`src/rtl/serial_adder.sv`:
```
// serial_adder: bit-serial WIDTH-bit unsigned adder.
// One full-adder cell and a registered carry process the operands LSB-first,
// one bit per clock. A start/ready/done handshake frames each operation and
// the result (sum, cout) is registered and held until the next completion.
//
// Ports:
//   clk    rising-edge clock
//   rst    synchronous, active-high reset
//   start  request to begin an addition, sampled only while ready=1
//   a, b   WIDTH-bit operands, captured on the accepted start edge
//   ready  high while idle (start can be accepted)
//   busy   high while bits are being processed
//   done   one-cycle pulse; sum/cout valid from this cycle onward
//   sum    registered a+b mod 2^WIDTH
//   cout   registered carry out of bit WIDTH-1
module serial_adder #(
    parameter int unsigned WIDTH = 8
) (
    input  logic             clk,
    input  logic             rst,
    input  logic             start,
    input  logic [WIDTH-1:0] a,
    input  logic [WIDTH-1:0] b,
    output logic             ready,
    output logic             busy,
    output logic             done,
    output logic [WIDTH-1:0] sum,
    output logic             cout
);

    localparam int unsigned CNT_W = (WIDTH > 1) ? $clog2(WIDTH) : 1;
    localparam logic [CNT_W-1:0] LAST_CNT = CNT_W'(WIDTH - 1);

    typedef enum logic [1:0] {
        ST_IDLE = 2'd0,
        ST_RUN  = 2'd1,
        ST_DONE = 2'd2
    } state_t;

    state_t             state;
    state_t             state_nxt;

    logic [WIDTH-1:0]   shift_a;
    logic [WIDTH-1:0]   shift_b;
    logic [WIDTH-1:0]   acc;
    logic               carry;
    logic [CNT_W-1:0]   cnt;

    logic               bit_sum_c;
    logic               bit_carry_c;
    logic               last_bit_c;
    logic [WIDTH-1:0]   acc_nxt_c;

    // Full-adder cell on the current LSBs and the running carry.
    always_comb begin
        bit_sum_c   = shift_a[0] ^ shift_b[0] ^ carry;
        bit_carry_c = (shift_a[0] & shift_b[0]) |
                      (shift_a[0] & carry)      |
                      (shift_b[0] & carry);
        last_bit_c  = (cnt == LAST_CNT);
        // New sum bit enters at the MSB so after WIDTH shifts bit 0 is the LSB.
        acc_nxt_c   = {bit_sum_c, acc[WIDTH-1:1]};
    end

    // Next-state logic.
    always_comb begin
        state_nxt = state;
        unique case (state)
            ST_IDLE: begin
                if (start) begin
                    state_nxt = ST_RUN;
                end
            end
            ST_RUN: begin
                if (last_bit_c) begin
                    state_nxt = ST_DONE;
                end
            end
            ST_DONE: begin
                state_nxt = ST_IDLE;
            end
            default: begin
                state_nxt = ST_IDLE;
            end
        endcase
    end

    // State register and registered status outputs decoded from next state.
    always_ff @(posedge clk) begin
        if (rst) begin
            state <= ST_IDLE;
            ready <= 1'b1;
            busy  <= 1'b0;
            done  <= 1'b0;
        end else begin
            state <= state_nxt;
            ready <= (state_nxt == ST_IDLE);
            busy  <= (state_nxt == ST_RUN);
            done  <= (state_nxt == ST_DONE);
        end
    end

    // Datapath: operand capture, bit-serial add, result update on completion.
    always_ff @(posedge clk) begin
        if (rst) begin
            shift_a <= '0;
            shift_b <= '0;
            acc     <= '0;
            carry   <= 1'b0;
            cnt     <= '0;
            sum     <= '0;
            cout    <= 1'b0;
        end else begin
            unique case (state)
                ST_IDLE: begin
                    if (start) begin
                        shift_a <= a;
                        shift_b <= b;
                        acc     <= '0;
                        carry   <= 1'b0;
                        cnt     <= '0;
                    end
                end
                ST_RUN: begin
                    shift_a <= {1'b0, shift_a[WIDTH-1:1]};
                    shift_b <= {1'b0, shift_b[WIDTH-1:1]};
                    acc     <= acc_nxt_c;
                    carry   <= bit_carry_c;
                    cnt     <= cnt + CNT_W'(1);
                    // Result registers move only on the completing edge.
                    if (last_bit_c) begin
                        sum  <= acc_nxt_c;
                        cout <= bit_carry_c;
                    end
                end
                default: begin
                end
            endcase
        end
    end

endmodule
```
`config.mk`:
```
export PLATFORM = sky130hd
export DESIGN_NAME = serial_adder
export DESIGN_NICKNAME = d
export VERILOG_FILES = /design/src/rtl/serial_adder.sv
export SDC_FILE = /design/constraint.sdc
export NUM_CORES = 1
export LEC_CHECK = 0
export CORE_MARGIN = 2
export CORE_UTILIZATION = 54
export CTS_CLUSTER_SIZE = 10
export DETAILED_ROUTE_END_ITERATION = 8
export PLACE_DENSITY_LB_ADDON = 0.08
export SETUP_SLACK_MARGIN = 0.3
export SLEW_MARGIN = 0
export SYNTH_ARGS = -nofsm -noshare
export SYNTH_HDL_FRONTEND = slang
export SYNTH_SLANG_ARGS = --single-unit
```
`constraint.sdc`:
```
create_clock -name clk -period 2.05 [get_ports clk]
set_clock_uncertainty 0.05 [all_clocks]
set_input_delay 0.41 -clock clk [delete_from_list [all_inputs] [get_ports clk]]
set_output_delay 0.41 -clock clk [all_outputs]
set_load 0.02 [all_outputs]
```
==> impl.org <==
** Outcome
- Outcome :: finished clean

** Placed design
- During placement, the flow inserted port buffers numbering 30.
- Inst Count DP :: 220
- Detailed placement ended at an HPWL of 2055 um.
- Prior to clock tree synthesis, the placed netlist has a worst setup slack of 325.5 ps.
- Routability congestion estimate :: 0.7414

** Detailed routing
- The first detailed-routing pass took 4 iterations.
- Number of vias in the routed layout :: about 1200
- Drt total wl :: between 2000 and 3000 um
- For this run, design rule violations remaining after detail routing come to 0.
- Detail-routed via count per cell :: 5.465
- Initial detailed-routing violation count :: 50
- Post-detailed-route count of antenna-violating nets :: 0
- In the final routed layout, each cell accounts on average for 12.99 um.

** Power
- Power per standard cell area :: 825.4 mW/mm^2
- Total power draw :: 1.690 mW
- The worst-case IR drop observed on VDD is around 0.00067 V.
- Leak :: 0.8419 nW

** Yosys
- After synthesis the netlist holds a flip-flop and latch count of 41.
- Top post-synthesis cells by area :: sky130_fd_sc_hd__dfxtp_1 50%, sky130_fd_sc_hd__mux2i_1 8.5%, sky130_fd_sc_hd__nor2_1 7.1%
- Cells after Synth :: 164
- Part of the Yosys area used for sequential elements :: 0.4989
- Synthesis instantiated 25 different standard cells from the library.
- Net count after synthesis :: roughly 190
- Mean instance size in the synthesized netlist :: 10.03 sq um
- The mapped netlist covers around 0.0016 sq mm.
- Warnings from Yosys :: 0
- Summed over all instances, the cell type with the most area after synthesis is sky130_fd_sc_hd__dfxtp_1.
- Proportion of netlist area held by the largest area contributor :: 0.4989

** Floorplanning
- Measured along the x axis, the die boundary spans 59.20 um.
- Number of rows created at floorplan :: 20
- The region available for standard cell placement spans 0.002978 sq mm.
- In this run the vertical extent of the chip is around 60 um.
- Area enclosed by the die boundary :: ~0.0035 sq mm
- Initial standard-cell utilization of the core :: 0.5525
- I/O pin count :: 31

** STA
- Derived from the worst setup path, the maximum achievable clock frequency is 633.9 MHz.
- Setup repair after global routing left no endpoint under its margin.
- Headroom to the max-slew limit came out at 0.6522.
- The count of final hold-check violations is 0.
- Tcrit/Tclk final :: 0.7696
- Final setup violation count :: 0
- Final-layout worst hold slack :: 409.7 ps
- Post-route setup slack :: 472.4 ps
- Max-slew violation count :: 0
- Counting I/O delays and the setup requirement, the final critical path takes around 1600 ps.
- Setup_tns :: 0 ps
- At the pin with the least slew margin, the transition time is roughly 520 ps.

** Clock network
- Clock insertion delay at the later pin of the skew report :: 350 ps
- The clock passes through at most 2 buffers.
- TritonCTS built the clock tree.
- Clock tree root driver cell :: sky130_fd_sc_hd__clkbuf_4
- The clock drives a little over 40 sinks.
- Clock transition at the register clock pins on the worst setup and hold paths after CTS :: 130 ps
- Buffers inserted to repair hold after CTS numbered 0.
- Number of buffers created by CTS :: 5
- Setup Buffers After CTS :: 0
- The H-tree was split into 2 levels.

** Critical path
- Arrival @ worst endpoint :: 1790 ps
- In this design, the largest share of critical-path delay is due to flip-flops.
- At the worst endpoint, the required time is 2260 ps.
- In this run the critical register-to-register path is launched from state[0].
- Buf/Inv on CP :: 0
- STA classifies the critical path endpoint as a register.
- Cell at the slowest stage of the critical path :: sky130_fd_sc_hd__dfxtp_1
- On the worst path, the slowest cell contributes a delay of 670 ps.
- Worst setup SP type :: register
- The critical path is of the register to register type.
- Worst Setup SP :: state[0]
- Worst path cell trace :: and3b_1 -> nor2_1 -> a211oi_1
- CP max FO :: 12

** Finish
- Area Overhead vs Synth :: 24.41%
- In the final design database the tool counted ~220 nets.
- Cell Count, Final, Fillers Out :: 228
- In the final layout, the share of cells above drive strength 1 is 0.1077.
- Number of fill cells :: 261
- Commonest non-fill, non-tap cell in the layout :: sky130_fd_sc_hd__dfxtp_1
- In the layout the commonest cells are 41 x sky130_fd_sc_hd__dfxtp_1, 31 x sky130_fd_sc_hd__nor2_1, 18 x sky130_fd_sc_hd__clkdlybuf4s50_1, 14 x sky130_fd_sc_hd__nand2_1, 14 x sky130_fd_sc_hd__mux2i_1.
- Antenna Cells :: 0

** Global routing
- Largest net degree at the start of global routing :: 40
- The first global-routing pass estimated 5078 um of wire.
- Total global-route track usage :: 0.1878
- Antenna violations before repair :: 0
- Vias in the first global route :: 1215
- The total overflow left after global routing is 0.

** Job
- Across the run, the number of max-cap violations was 0.

** Hold path
- The path class of the tightest hold or removal check is register to register.
- The startpoint identified for the worst hold timing path is sum[0].
## timing repair
action / in CTS / in global routing
cloned: 0 / 0
endpoints found under the setup margin: 11 / 1
gates resized for setup: 11 / 1
## tightest hold or removal path, stage by stage (launching register included)
cell,delay [ps]
sky130_fd_sc_hd__dfxtp_1,330
sky130_fd_sc_hd__nand2_1,50
sky130_fd_sc_hd__a21oi_1,50
## flip-flops by register name, summed over array words and instances, names as in the netlist
name / cells
shift_a: 8
shift_b: 8
sum: 8
acc: 7
cnt: 3
state: 2
busy: 1
carry: 1
cout: 1
done: 1
ready: 1
## per-stage QoR
stage | cell area (sq um) | util
after detailed placement | 1952 | 0.6555
after global routing | 2047 | 0.6874
after CTS | 2044 | 0.6866
after floorplan | 1645 | -
after global placement | 1952 | 0.6555
final | 2047 | 0.6874
## cells in the mapped netlist
| cell type | count |
|---|---|
| sky130_fd_sc_hd__a2bb2oi_1 | 2 |
| sky130_fd_sc_hd__o21ba_2 | 1 |
| sky130_fd_sc_hd__ha_1 | 2 |
| sky130_fd_sc_hd__and3b_1 | 1 |
| sky130_fd_sc_hd__a211oi_1 | 10 |
| sky130_fd_sc_hd__nand3b_1 | 1 |
| sky130_fd_sc_hd__nand2_1 | 14 |
| sky130_fd_sc_hd__buf_8 | 1 |
| sky130_fd_sc_hd__buf_2 | 5 |
| sky130_fd_sc_hd__a22oi_1 | 10 |
| sky130_fd_sc_hd__buf_4 | 1 |
| sky130_fd_sc_hd__nand2b_1 | 2 |
| sky130_fd_sc_hd__and2b_1 | 1 |
| sky130_fd_sc_hd__buf_6 | 2 |
| sky130_fd_sc_hd__dfxtp_1 | 41 |
| sky130_fd_sc_hd__clkbuf_1 | 2 |
| sky130_fd_sc_hd__inv_1 | 3 |
| sky130_fd_sc_hd__nor2_1 | 31 |
| sky130_fd_sc_hd__buf_12 | 1 |
| sky130_fd_sc_hd__a21oi_1 | 9 |
| sky130_fd_sc_hd__fa_1 | 1 |
| sky130_fd_sc_hd__mux2i_1 | 14 |
| sky130_fd_sc_hd__a211oi_2 | 7 |
| sky130_fd_sc_hd__o21bai_1 | 1 |
| sky130_fd_sc_hd__nor3b_1 | 1 |
## power breakdown
group / total [mW] / switching [mW] / internal [mW]
clock: 0.651 / 0.267 / 0.384
combinational: 0.183 / 0.0858 / 0.0976
sequential: 0.855 / 0.0233 / 0.832
## final cells by class
type / count / area (sq um) / share of cell area
Inverter: 3 / 11.26 / 0.005501
Clock buffer: 5 / 37.54 / 0.01834
Multi-Input combinational cell: 108 / 715.7 / 0.3496
Tap cell: 33 / 41.29 / 0.02017
Clock inverter: 3 / 68.82 / 0.03362
Timing Repair Buffer: 35 / 351.6 / 0.1718
Sequential cell: 41 / 820.8 / 0.4010
## layer usage
layer,part of all wire,vias up,track usage
li1,-,635,-
met1,0.46,578,0.2282
met2,0.49,30,0.3250
met3,0.048,3,0.04585
met4,0.0084,0,0.05844
met5,0,-,0
## cell families (layout without fill, tap and decap cells)
family	Yosys count	count (layout)	synth area share
simple gates	51	51	0.1293
buf+inv	15	46	0.06616
flops	41	41	0.4989
compound gates	40	40	0.1932
mux	14	14	0.08517
fa+ha+maj	3	3	0.02737
## final timing paths
kind	to	slack, ps	cells past startpoint
max reg2reg	sum[7]	470	3
min	sum[0]	410	2
min reg2reg	sum[0]	410	2
max	sum[7]	470	3
Power figures use the tool's default switching activity.
